<file path="src/rtl/jtroc_sndif_pkg.sv">
// Shared helpers for the Roc'n Rope sound interface: the timer bit-select that
// feeds AY port B.
package jtroc_sndif_pkg;

  localparam int TIMER_W_MIN = 10;

  // Bits picked off the free-running counter to form the AY port B nibble
  function automatic logic [3:0] timer_sel(input logic [9:0] cnt);
    return {cnt[9], cnt[8], cnt[7], cnt[4]};
  endfunction

endpackage

</file>
<file path="src/rtl/jtroc_sndtimer.sv">
// Free-running sound timer; presents a registered 4-bit slice of the count.
module jtroc_sndtimer
  import jtroc_sndif_pkg::*;
#(
  parameter int TIMER_W = 10
) (
  input  logic       clk,
  input  logic       rst,
  input  logic       timer_cen,
  output logic [3:0] timer_dout
);

  localparam logic [TIMER_W-1:0] CNT_ONE = TIMER_W'(1);

  logic [TIMER_W-1:0] cnt_q, cnt_d;
  logic [3:0]         dout_q;

  always_comb begin
    cnt_d = cnt_q;
    if (timer_cen) cnt_d = cnt_q + CNT_ONE;
  end

  // The output slice is taken from the next count so it moves on the same edge
  always_ff @(posedge clk) begin
    if (rst) begin
      cnt_q  <= '0;
      dout_q <= 4'd0;
    end else begin
      cnt_q  <= cnt_d;
      dout_q <= timer_sel(cnt_d[9:0]);
    end
  end

  assign timer_dout = dout_q;

endmodule

</file>
<file path="src/rtl/jtroc_sndif.sv">
// Main-to-sound CPU interface: command latch with overrun detection, edge
// triggered sound IRQ, and the AY port B timer.
module jtroc_sndif #(
  parameter int         TIMER_W    = 10,
  parameter logic [7:0] LATCH_INIT = 8'h00
) (
  input  logic       clk,
  input  logic       rst,
  input  logic       main_cen,
  input  logic [7:0] main_dout,
  input  logic       snd_data_cs,
  input  logic       snd_on_cs,
  input  logic       snd_cen,
  input  logic       latch_rd,
  input  logic       int_ack,
  input  logic       timer_cen,
  output logic [7:0] latch_dout,
  output logic       snd_irq_n,
  output logic [3:0] timer_dout,
  output logic       latch_full,
  output logic       overrun
);

  localparam logic LATCH_EMPTY = 1'b0;
  localparam logic LATCH_FULL  = 1'b1;
  localparam logic IRQ_IDLE    = 1'b0;
  localparam logic IRQ_PEND    = 1'b1;

  logic       latch_st_q, latch_st_d;
  logic [7:0] data_q;
  logic       full_q;
  logic       overrun_q, overrun_d;
  logic       on_q;
  logic       irq_st_q, irq_st_d;
  logic       irq_n_q;

  logic wr, rd, on_wr, trig, ack;

  assign wr    = main_cen & snd_data_cs;
  assign rd    = latch_rd & snd_cen;
  assign on_wr = main_cen & snd_on_cs;
  assign trig  = on_wr & main_dout[0] & ~on_q;
  assign ack   = int_ack & snd_cen;

  // A simultaneous read consumes the old data, so it does not count as overrun
  always_comb begin
    latch_st_d = latch_st_q;
    overrun_d  = overrun_q;
    case (latch_st_q)
      LATCH_EMPTY: if (wr) latch_st_d = LATCH_FULL;
      LATCH_FULL: begin
        if (wr) begin
          if (!rd) overrun_d = 1'b1;
        end else if (rd) begin
          latch_st_d = LATCH_EMPTY;
        end
      end
      default: latch_st_d = LATCH_EMPTY;
    endcase
  end

  // Trigger wins over a same-cycle acknowledge so no request is lost
  always_comb begin
    irq_st_d = irq_st_q;
    if (trig)     irq_st_d = IRQ_PEND;
    else if (ack) irq_st_d = IRQ_IDLE;
  end

  always_ff @(posedge clk) begin
    if (rst) begin
      latch_st_q <= LATCH_EMPTY;
      data_q     <= LATCH_INIT;
      full_q     <= 1'b0;
      overrun_q  <= 1'b0;
      on_q       <= 1'b0;
      irq_st_q   <= IRQ_IDLE;
      irq_n_q    <= 1'b1;
    end else begin
      latch_st_q <= latch_st_d;
      if (wr) data_q <= main_dout;
      full_q     <= (latch_st_d == LATCH_FULL);
      overrun_q  <= overrun_d;
      if (on_wr) on_q <= main_dout[0];
      irq_st_q   <= irq_st_d;
      irq_n_q    <= (irq_st_d != IRQ_PEND);
    end
  end

  assign latch_dout = data_q;
  assign latch_full = full_q;
  assign overrun    = overrun_q;
  assign snd_irq_n  = irq_n_q;

  jtroc_sndtimer #(
    .TIMER_W(TIMER_W)
  ) u_timer (
    .clk       (clk),
    .rst       (rst),
    .timer_cen (timer_cen),
    .timer_dout(timer_dout)
  );

endmodule

</file>
<file path="config.mk">
export PLATFORM = sky130hd
export DESIGN_NAME = jtroc_sndif
export DESIGN_NICKNAME = d
export VERILOG_FILES = /design/src/rtl/jtroc_sndif_pkg.sv /design/src/rtl/jtroc_sndtimer.sv /design/src/rtl/jtroc_sndif.sv
export SDC_FILE = /design/constraint.sdc
export NUM_CORES = 1
export LEC_CHECK = 0
export ABC_AREA = 1
export CAP_MARGIN = 30
export CORE_MARGIN = 8
export CORE_UTILIZATION = 30
export DETAILED_ROUTE_END_ITERATION = 6
export PLACE_DENSITY = 0.57
export SLEW_MARGIN = 20
export SYNTH_ARGS = -nofsm -noshare
export SYNTH_HDL_FRONTEND = slang
export SYNTH_SLANG_ARGS = --single-unit
</file>
<file path="constraint.sdc">
create_clock -name clk -period 1.3 [get_ports clk]
set_clock_uncertainty 0.1 [all_clocks]
set_input_delay 0.26 -clock clk [delete_from_list [all_inputs] [get_ports clk]]
set_output_delay 0.26 -clock clk [all_outputs]
set_load 0.02 [all_outputs]
</file>
==> metrics.yaml, run 1 <==
worst_setup_path:
  rr_startpoint: "u_timer.cnt_q[0]"
  critPathRequiredTime_ns: 0.94
  crit_type: "flip-flop to output pin"
  cp_slowest_stage_delay_ns: 0.33
  crit_family: "flip-flops"
  cp.arrival_ns: 0.88
  critPathCaptureType: "output pin"
  cp_max_fo: 1
  cp-startpoint: "snd_irq_n"
  cp_cell_sequence: "clkdlybuf4s15_2"
  worst-path-buf-inv: 1
  critical_path.startpoint_type: "flip-flop"
  worst_path_max_delay_cell: "dfxtp_1"
synth:
  ys_types: 20
  ys_top_cells_by_area: "dfxtp_1 (48%), nor2_1 (9.8%), nand2_1 (7.8%)"
  synth-seq-cells: 23
  syn_avg_cell_area_um2: 7.72
  yosysSeqAreaShare: 0.481
  yosys_warnings: 0
  synth_nets: 142
  syn-instance-count: 124
  synth_area_um2: 957
  synthDominantCellAreaShare: 0.481
  synth.largest_area_cell: "dfxtp_1"
sta:
  finalCriticalPeriod_ns: 1.24
  rsz0062_at_grt: "false"
  fmax_mhz: 805
  drv_slew: 0
  tightest_slew_ns: 0.230
  post-route-period-util: 0.956
  setup-violations-final: 0
  slew_headroom: 0.847
  hold_violations: 0
  fin_setup_tns_ns: 0
clock_network:
  holdBufCountCts: 0
  cts_buffers: 3
  cts_root_buf: "clkbuf_4"
  postCtsSetupBuffers: 0
  cts_tree: "yes"
  htreeDepth: 1
  worstSkewPairLatency_ns: 0.30
  cts.path.max_buffers: 2
  path_clk_slew_ns: 0.13
  cts_resized: 51
  clkSinkCount: 23
run_status:
  status: "complete, no violations"
routing:
  avgRoutedWirePerCell_um: 10.3
  vias_per_cell: 4.30
  vias: 885
  drt-pass1-iter-count: 4
  totalWireLength_mm: 2.11
  drc_errors: 0
  drtAntennaViolNets: 0
  drt_iter0_markers: 27
global_route:
  grt_pass1_vias: 895
  grt_start_max_net_pins: 16
  grt-ovfl-total: 0
  grtUsageTotal: 0.0825
  antenna_found_initial: 0
  grt_pass1_wl_mm: 3.52
placed_design:
  dp_hpwl_mm: 1.73
  gp_congestion: 0.700
  io_buffers: 31
floorplanning:
  fp.dieW_um: 72.5
  dieArea_mm2: 0.00525
  die_h_um: 72.5
  ios: 32
  row_count: 20
  core_mm2: 0.00305
  start_util: 0.314
power:
  powerDensity_mw_per_mm2: 967
  p_leak_nw: 0.572
  ir_drop_uv: 434
  total_power_w: 0.00126
worst_hold_path:
  worstHoldStart: "u_timer.cnt_q[0]"
  min_path_type: "flip-flop to flip-flop"
layout:
  nets: 181
  layout-drive-gt1-share: 0.247
  n_fill_cell: 344
  area_delta_synth_final_pct: 36.5
  antenna_cells: 0
job:
  max_cap_violations: 0
## path summary, 6_finish.rpt
kind | endpoint | slack (ns) | cells past startpoint
setup / recovery | snd_irq_n | 0.06 | 1
hold / removal | u_timer.cnt_q[0] | 0.37 | 1
setup reg to reg | u_timer.timer_dout[0] | 0.10 | 5
hold reg to reg | u_timer.cnt_q[0] | 0.37 | 1
## placed cells by master, fill, tap and decap left out, drive strengths merged
| cell | instances |
|---|---|
| a21oi | 11 |
| a31oi | 1 |
| buf | 23 |
| clkbuf | 4 |
| clkdlybuf4s15 | 1 |
| clkdlybuf4s50 | 16 |
| dfxtp | 23 |
| ha | 1 |
| inv | 11 |
| nand2 | 23 |
| nand3 | 4 |
| nand4 | 2 |
| nor2 | 28 |
| nor3 | 1 |
| o21a | 2 |
| o21ai | 11 |
## cell usage after synthesis, drive strengths merged
master  number
a21oi       11
a31oi        1
buf          6
dfxtp       23
ha           1
inv         11
nand2       23
nand3        4
nand4        2
nor2        28
nor3         1
o21a         2
o21ai       11
## flip-flops by register name, indices dropped and copies added, names as in the netlist
register,flops
snd_irq_n,1
latch_full,1
u_timer.timer_dout,4
on_q,1
overrun,1
latch_dout,8
u_timer.cnt_q,6
irq_st_q,1
## logic make-up (layout without fill, tap and decap cells)
logic type,Yosys count,in the layout,share of synthesized area
simple gates,58,58,0.281
compound gates,25,25,0.137
fa+ha+maj,1,1,0.0131
flops,23,23,0.481
buf+inv,17,55,0.0876
## where the power goes
group / internal (W) / switching (W) / total (W)
registers: 0.000735 / 0.0000159 / 0.000751
logic: 0.0000900 / 0.0000939 / 0.000184
clock network: 0.000120 / 0.000209 / 0.000328
total: 0.000944 / 0.000319 / 0.00126
## metrics by stage
| stage | setup WS, ns | util | instances | hold slack, ns | area [um2] |
|---|---|---|---|---|---|
| 2_1_floorplan | 0.178 | - | 124 | 0.249 | 957 |
| 3_3_place_gp | -0.160 | 0.441 | 202 | 0.351 | 1350 |
| 3_5_place_dp | -0.196 | 0.441 | 202 | 0.369 | 1350 |
| 4_1_cts | 0.000801 | 0.444 | 206 | 0.388 | 1360 |
| 5_1_grt | 0.0223 | 0.428 | 206 | 0.390 | 1310 |
| 6_report | 0.0571 | 0.428 | 206 | 0.373 | 1310 |
## per-layer routing
| metal | wire length (um) | global-route usage | vias up |
|---|---|---|---|
| met2 | 969 | 0.140 | 23 |
| met1 | 911 | 0.0822 | 388 |
| met3 | 217 | 0.0441 | 2 |
| met4 | 14 | 0.0333 | 0 |
| li1 | - | - | 472 |
| met5 | 0 | 0 | - |
## final cells by class
| type | instances | area, um2 | share of cell area |
|---|---|---|---|
| clock buffers | 4 | 26.3 | 0.0201 |
| inverters | 11 | 41.3 | 0.0316 |
| multi-input cells | 84 | 413 | 0.316 |
| flip-flops and latches | 23 | 462 | 0.353 |
| well taps | 44 | 55.1 | 0.0421 |
| repair buffers | 40 | 309 | 0.237 |
## worst reg2reg max path, cell delays in order, from the launching register on
cell and delay, ns:
dfxtp_2 0.36, ha_1 0.21, nand2_2 0.12, nor2_4 0.05
buf_4 0.12, o21a_1 0.15
Power figures use the tool's default switching activity.
==> inputs of run 2 (changes only) <==
- CTS_CLUSTER_DIAMETER: default -> 100
- SKIP_CTS_REPAIR_TIMING: default -> 1
==> metrics.yaml, run 2 (synthesis gave the netlist of run 1 again) <==
global_route:
  grt_start_max_net_pins: 16  # unchanged
  grt-ovfl-total: 0  # unchanged
  grt_pass1_wl_mm: 3.51  # was 3.52 mm
  grtUsageTotal: 0.0825  # unchanged
  antenna_found_initial: 0  # unchanged
  grt_pass1_vias: 891  # was 895
worst_hold_path:
  hold_depth: 1  # unchanged
  min_to: "u_timer.cnt_q[0]"  # unchanged
  min_path_type: "flip-flop to flip-flop"  # unchanged
  worstHoldStart: "u_timer.cnt_q[0]"  # unchanged
sta:
  setup-violations-final: 0  # unchanged
  fin_setup_tns_ns: 0  # unchanged
  finalCriticalPeriod_ns: 1.25  # was 1.24 ns
  slew_headroom: 0.836  # was 0.847
  fmax_mhz: 799  # was 805 MHz
  drv_slew: 0  # unchanged
  tightest_slew_ns: 0.246  # was 0.230 ns
  post-route-period-util: 0.963  # was 0.956
  hold_violations: 0  # unchanged
  rsz0062_at_grt: "false"  # unchanged
  whs_ns: 0.373  # about the same
routing:
  vias: 887  # was 885
  drt_iter0_markers: 29  # was 27
  drtAntennaViolNets: 0  # unchanged
  avgRoutedWirePerCell_um: 10.4  # was 10.3 um
  drc_errors: 0  # unchanged
  drt-pass1-iter-count: 4  # unchanged
  totalWireLength_mm: 2.15  # was 2.11 mm
  vias_per_cell: 4.31  # was 4.30
worst_setup_path:
  worst-path-buf-inv: 1  # unchanged
  cp_cell_sequence: "clkbuf_2"  # was clkdlybuf4s15_2
  reg2reg_depth: 5  # unchanged
  critical_path.startpoint_type: "flip-flop"  # unchanged
  r2r_setup_slack_ns: 0.11  # was 0.10 ns
  rr_startpoint: "u_timer.cnt_q[0]"  # unchanged
  cp_slowest_stage_delay_ns: 0.39  # was 0.33 ns
  worst_path_max_delay_cell: "dfxtp_1"  # unchanged
  critPathRequiredTime_ns: 0.94  # about the same
  critPathCaptureType: "output pin"  # unchanged
  crit_family: "flip-flops"  # unchanged
  cp.arrival_ns: 0.89  # was 0.88 ns
  r2r-end: "u_timer.timer_dout[0]"  # unchanged
  cp_max_fo: 3  # was 1
  crit_type: "flip-flop to output pin"  # unchanged
layout:
  layout-drive-gt1-share: 0.191  # was 0.247
  area_delta_synth_final_pct: 42.9  # was 36.5%
  largest_register_ffs: 8  # unchanged
  final_cell_mix: "nor2_1 (25), dfxtp_1 (22), nand2_1 (20)"  # unchanged
  nets: 181  # unchanged
  final_common_cell: "nor2_1"  # unchanged
  antenna_cells: 0  # unchanged
power:
  ir_drop_uv: 437  # was 434 uV
  combPwrFrac: 0.152  # was 0.146
  powerDensity_mw_per_mm2: 932  # was 967 mW/mm2
  power.share.sequential: 0.589  # was 0.594
  p_clk_frac: 0.258  # was 0.260
  p_leak_nw: 0.686  # was 0.572 nW
  switching_share: 0.252  # about the same
  internal_power_w: 0.000953  # was 0.000944 W
  switching_power_w: 0.000321  # was 0.000319 W
run_status:
  status: "complete, no violations"  # unchanged
clock_network:
  clkSinkCount: 23  # unchanged
  cts_root_buf: "clkbuf_4"  # unchanged
  cts.path.max_buffers: 2  # unchanged
  cts_buffers: 3  # unchanged
  htreeDepth: 1  # unchanged
  path_clk_slew_ns: 0.13  # about the same
  cts_tree: "yes"  # unchanged
  worstSkewPairLatency_ns: 0.30  # about the same
placed_design:
  dp_hpwl_mm: 1.73  # unchanged
  gp_congestion: 0.700  # unchanged
  io_buffers: 31  # unchanged
floorplanning:
  ios: 32  # unchanged
  fp.dieW_um: 72.5  # unchanged
  die_h_um: 72.5  # unchanged
  row_count: 20  # unchanged
  core_mm2: 0.00305  # unchanged
  start_util: 0.314  # unchanged
  dieArea_mm2: 0.00525  # unchanged
job:
  max_cap_violations: 0  # unchanged
-- run 2: cell type report --
| cell class | instances | area, um2 |
|---|---|---|
| fillers | 339 | 1690 |
| flip-flops and latches | 23 | 462 |
| multi-input cells | 84 | 413 |
| repair buffers | 40 | 370 |
| well taps | 44 | 55.1 |
| inverters | 11 | 41.3 |
| clock buffers | 4 | 26.3 |
-- run 2: power by group through the flow --
stage	Sequential, W	Clock, W	Combinational [W]
after floorplan	0.000790	0	0.0000675
after global placement	0.000765	0	0.000202
after detailed placement	0.000767	0	0.000206
after CTS	0.000752	0.000346	0.000206
after global routing	0.000754	0.000368	0.000216
final	0.000751	0.000329	0.000194
-- run 2: per-layer routing --
layer / wire length [um] / share of wire / global-route usage / vias up
li1: - / - / - / 472
met1: 929 / 0.43 / 0.0830 / 390
met2: 983 / 0.46 / 0.139 / 23
met3: 221 / 0.10 / 0.0441 / 2
met4: 14 / 0.0065 / 0.0333 / 0
met5: 0 / 0 / 0 / -
-- run 2: worst max path at each step --
stage                      from                     to  cells past startpoint
6_report             latch_full             latch_full                      1
5_1_grt           latch_dout[2]          latch_dout[2]                      1
4_1_cts              latch_full             latch_full                      1
3_5_place_dp          timer_cen  u_timer.timer_dout[1]                      6
3_3_place_gp          timer_cen  u_timer.timer_dout[1]                      6
2_1_floorplan  u_timer.cnt_q[0]  u_timer.timer_dout[2]                      6
-- run 2: per-stage QoR --
step / utilization / area, um2 / total power, W / std cells / setup slack [ns]
CTS: 0.450 / 1370 / 0.00130 / 206 / -0.406
finish: 0.448 / 1370 / 0.00127 / 206 / 0.0479
global placement: 0.441 / 1350 / 0.000968 / 202 / -0.160
global route: 0.448 / 1370 / 0.00134 / 206 / 0.00283
detailed placement: 0.441 / 1350 / 0.000973 / 202 / -0.196
floorplan: - / 957 / 0.000857 / 124 / 0.178
==> inputs of run 3 (changes only) <==
- SLEW_MARGIN: 20 -> default
- clock period: 1.3 -> 1.43 ns (I/O delays scaled with it)
==> metrics.yaml, run 3 (synthesis gave the netlist of run 1 again) <==
worst_setup_path:
  crit_family: "flip-flops"  # unchanged
  cp_max_fo: 3  # unchanged
  reg2reg_depth: 6  # was 5
  rr_startpoint: "u_timer.cnt_q[0]"  # unchanged
  worst_path_max_delay_cell: "dfxtp_1"  # unchanged
  cp.arrival_ns: 0.93  # was 0.89 ns
  worst-path-buf-inv: 1  # unchanged
  critical_path.startpoint_type: "flip-flop"  # unchanged
  r2r-end: "u_timer.timer_dout[2]"  # was u_timer.timer_dout[0]
  crit_type: "flip-flop to output pin"  # unchanged
  cp_cell_sequence: "dlymetal6s2s_1"  # was clkbuf_2
  r2r_setup_slack_ns: 0.21  # was 0.11 ns
  cp_slowest_stage_delay_ns: 0.38  # was 0.39 ns
  critPathRequiredTime_ns: 1.04  # was 0.94 ns
  critPathCaptureType: "output pin"  # unchanged
power:
  p_leak_nw: 0.773  # was 0.686 nW
  powerDensity_mw_per_mm2: 833  # was 932 mW/mm2
  ir_drop_uv: 422  # was 437 uV
worst_hold_path:
  min_path_type: "flip-flop to flip-flop"  # unchanged
  worstHoldStart: "on_q"  # was u_timer.cnt_q[0]
  min_to: "on_q"  # was u_timer.cnt_q[0]
  hold_depth: 2  # was 1
floorplanning:
  fp.dieW_um: 72.5  # unchanged
  core_mm2: 0.00305  # unchanged
  dieArea_mm2: 0.00525  # unchanged
  row_count: 20  # unchanged
  start_util: 0.314  # unchanged
  die_h_um: 72.5  # unchanged
  ios: 32  # unchanged
sta:
  rsz0062_at_grt: "false"  # unchanged
  slew_headroom: 0.834  # was 0.836
  hold_violations: 0  # unchanged
  post-route-period-util: 0.920
  fin_setup_tns_ns: 0  # unchanged
  tightest_slew_ns: 0.249  # was 0.246 ns
  finalCriticalPeriod_ns: 1.32
  setup-violations-final: 0  # unchanged
  worst_slack_ns: 0.114  # was 0.0479 ns
  drv_slew: 0  # unchanged
  fmax_mhz: 760
clock_network:
  cts_tree: "yes"  # unchanged
  clkSinkCount: 23  # unchanged
  worstSkewPairLatency_ns: 0.31  # was 0.30 ns
  path_clk_slew_ns: 0.12  # was 0.13 ns
  htreeDepth: 1  # unchanged
  cts_buffers: 3  # unchanged
  cts.path.max_buffers: 2  # unchanged
  cts_root_buf: "clkbuf_4"  # unchanged
global_route:
  antenna_found_initial: 0  # unchanged
  grt_start_max_net_pins: 16  # unchanged
  grt-ovfl-total: 0  # unchanged
  grt_pass1_vias: 893  # was 891
  grtUsageTotal: 0.0870  # was 0.0825
  grt_pass1_wl_mm: 3.67  # was 3.51 mm
layout:
  stdcell_area_mm2: 0.00140  # was 0.00137 mm2
  multi_input_area_um2: 413  # unchanged
  n_fill_cell: 335  # was 339
  antenna_cells: 0  # unchanged
  nets: 179  # was 181
  final_cell_mix: "nor2_1 (25), dfxtp_1 (23), nand2_1 (20)"  # was nor2_1 (25), dfxtp_1 (22), nand2_1 (20)
  largest_register_ffs: 8  # unchanged
  area_delta_synth_final_pct: 46.0  # was 42.9%
  layoutNonFillerInstCount: 204  # was 206
  seq_area_um2: 460  # was 462 um2
  final_common_cell: "nor2_1"  # unchanged
  fin_util: 0.458  # was 0.448
  layout-drive-gt1-share: 0.144  # was 0.191
routing:
  drtAntennaViolNets: 0  # unchanged
  avgRoutedWirePerCell_um: 10.9  # was 10.4 um
  drt_iter0_markers: 35  # was 29
  drc_errors: 0  # unchanged
  vias_per_cell: 4.38  # was 4.31
  vias: 894  # was 887
  drt-pass1-iter-count: 4  # unchanged
  totalWireLength_mm: 2.23  # was 2.15 mm
placed_design:
  dp_slack_ns: -0.0967  # was -0.196 ns
  place_area_mm2: 0.00133  # was 0.00135 mm2
  dp.cells: 200  # was 202
  dp_hpwl_mm: 1.76  # was 1.73 mm
  gp_congestion: 0.726  # was 0.700
  io_buffers: 31  # unchanged
job:
  max_cap_violations: 0  # unchanged
run_status:
  status: "complete, no violations"  # unchanged
## run 3: metrics by stage
| step | hold slack, ns | power (W) |
|---|---|---|
| 3_5_place_dp | 0.371 | 0.000886 |
| 4_1_cts | 0.393 | 0.00120 |
| 5_1_grt | 0.416 | 0.00123 |
| 6_report | 0.385 | 0.00116 |
| 3_3_place_gp | 0.351 | 0.000880 |
| 2_1_floorplan | 0.275 | 0.000780 |
## run 3: power breakdown
group,internal [W],switching [W]
registers,0.000667,0.0000146
clock network,0.000104,0.000195
logic,0.0000948,0.0000877
total,0.000867,0.000298
## run 3: layout make-up
| class | instances | area share |
|---|---|---|
| Sequential cell | 23 | 0.329 |
| Clock inverter | 1 | 0.00358 |
| Inverter | 11 | 0.0295 |
| Tap cell | 44 | 0.0394 |
| Timing Repair Buffer | 38 | 0.286 |
| Multi-Input combinational cell | 84 | 0.295 |
| Clock buffer | 3 | 0.0161 |
## run 3: how the worst max path moves through the flow
| stage | slack [ns] | start | cells past startpoint | to |
|---|---|---|---|---|
| final | 0.11 | latch_full | 1 | latch_full |
| after global routing | 0.06 | latch_full | 1 | latch_full |
| after CTS | -0.30 | latch_full | 1 | latch_full |
| after detailed placement | -0.1 | timer_cen | 6 | u_timer.timer_dout[1] |
| after global placement | -0.06 | timer_cen | 6 | u_timer.timer_dout[1] |
| after floorplan | 0.31 | u_timer.cnt_q[0] | 6 | u_timer.timer_dout[2] |
## run 3: metal layers
layer,routed length [um],GRT usage,vias up
met1,963,0.0935,403
li1,-,-,466
met3,211,0.0468,2
met4,14,0.0333,0
met2,1040,0.140,23
met5,0,0,-
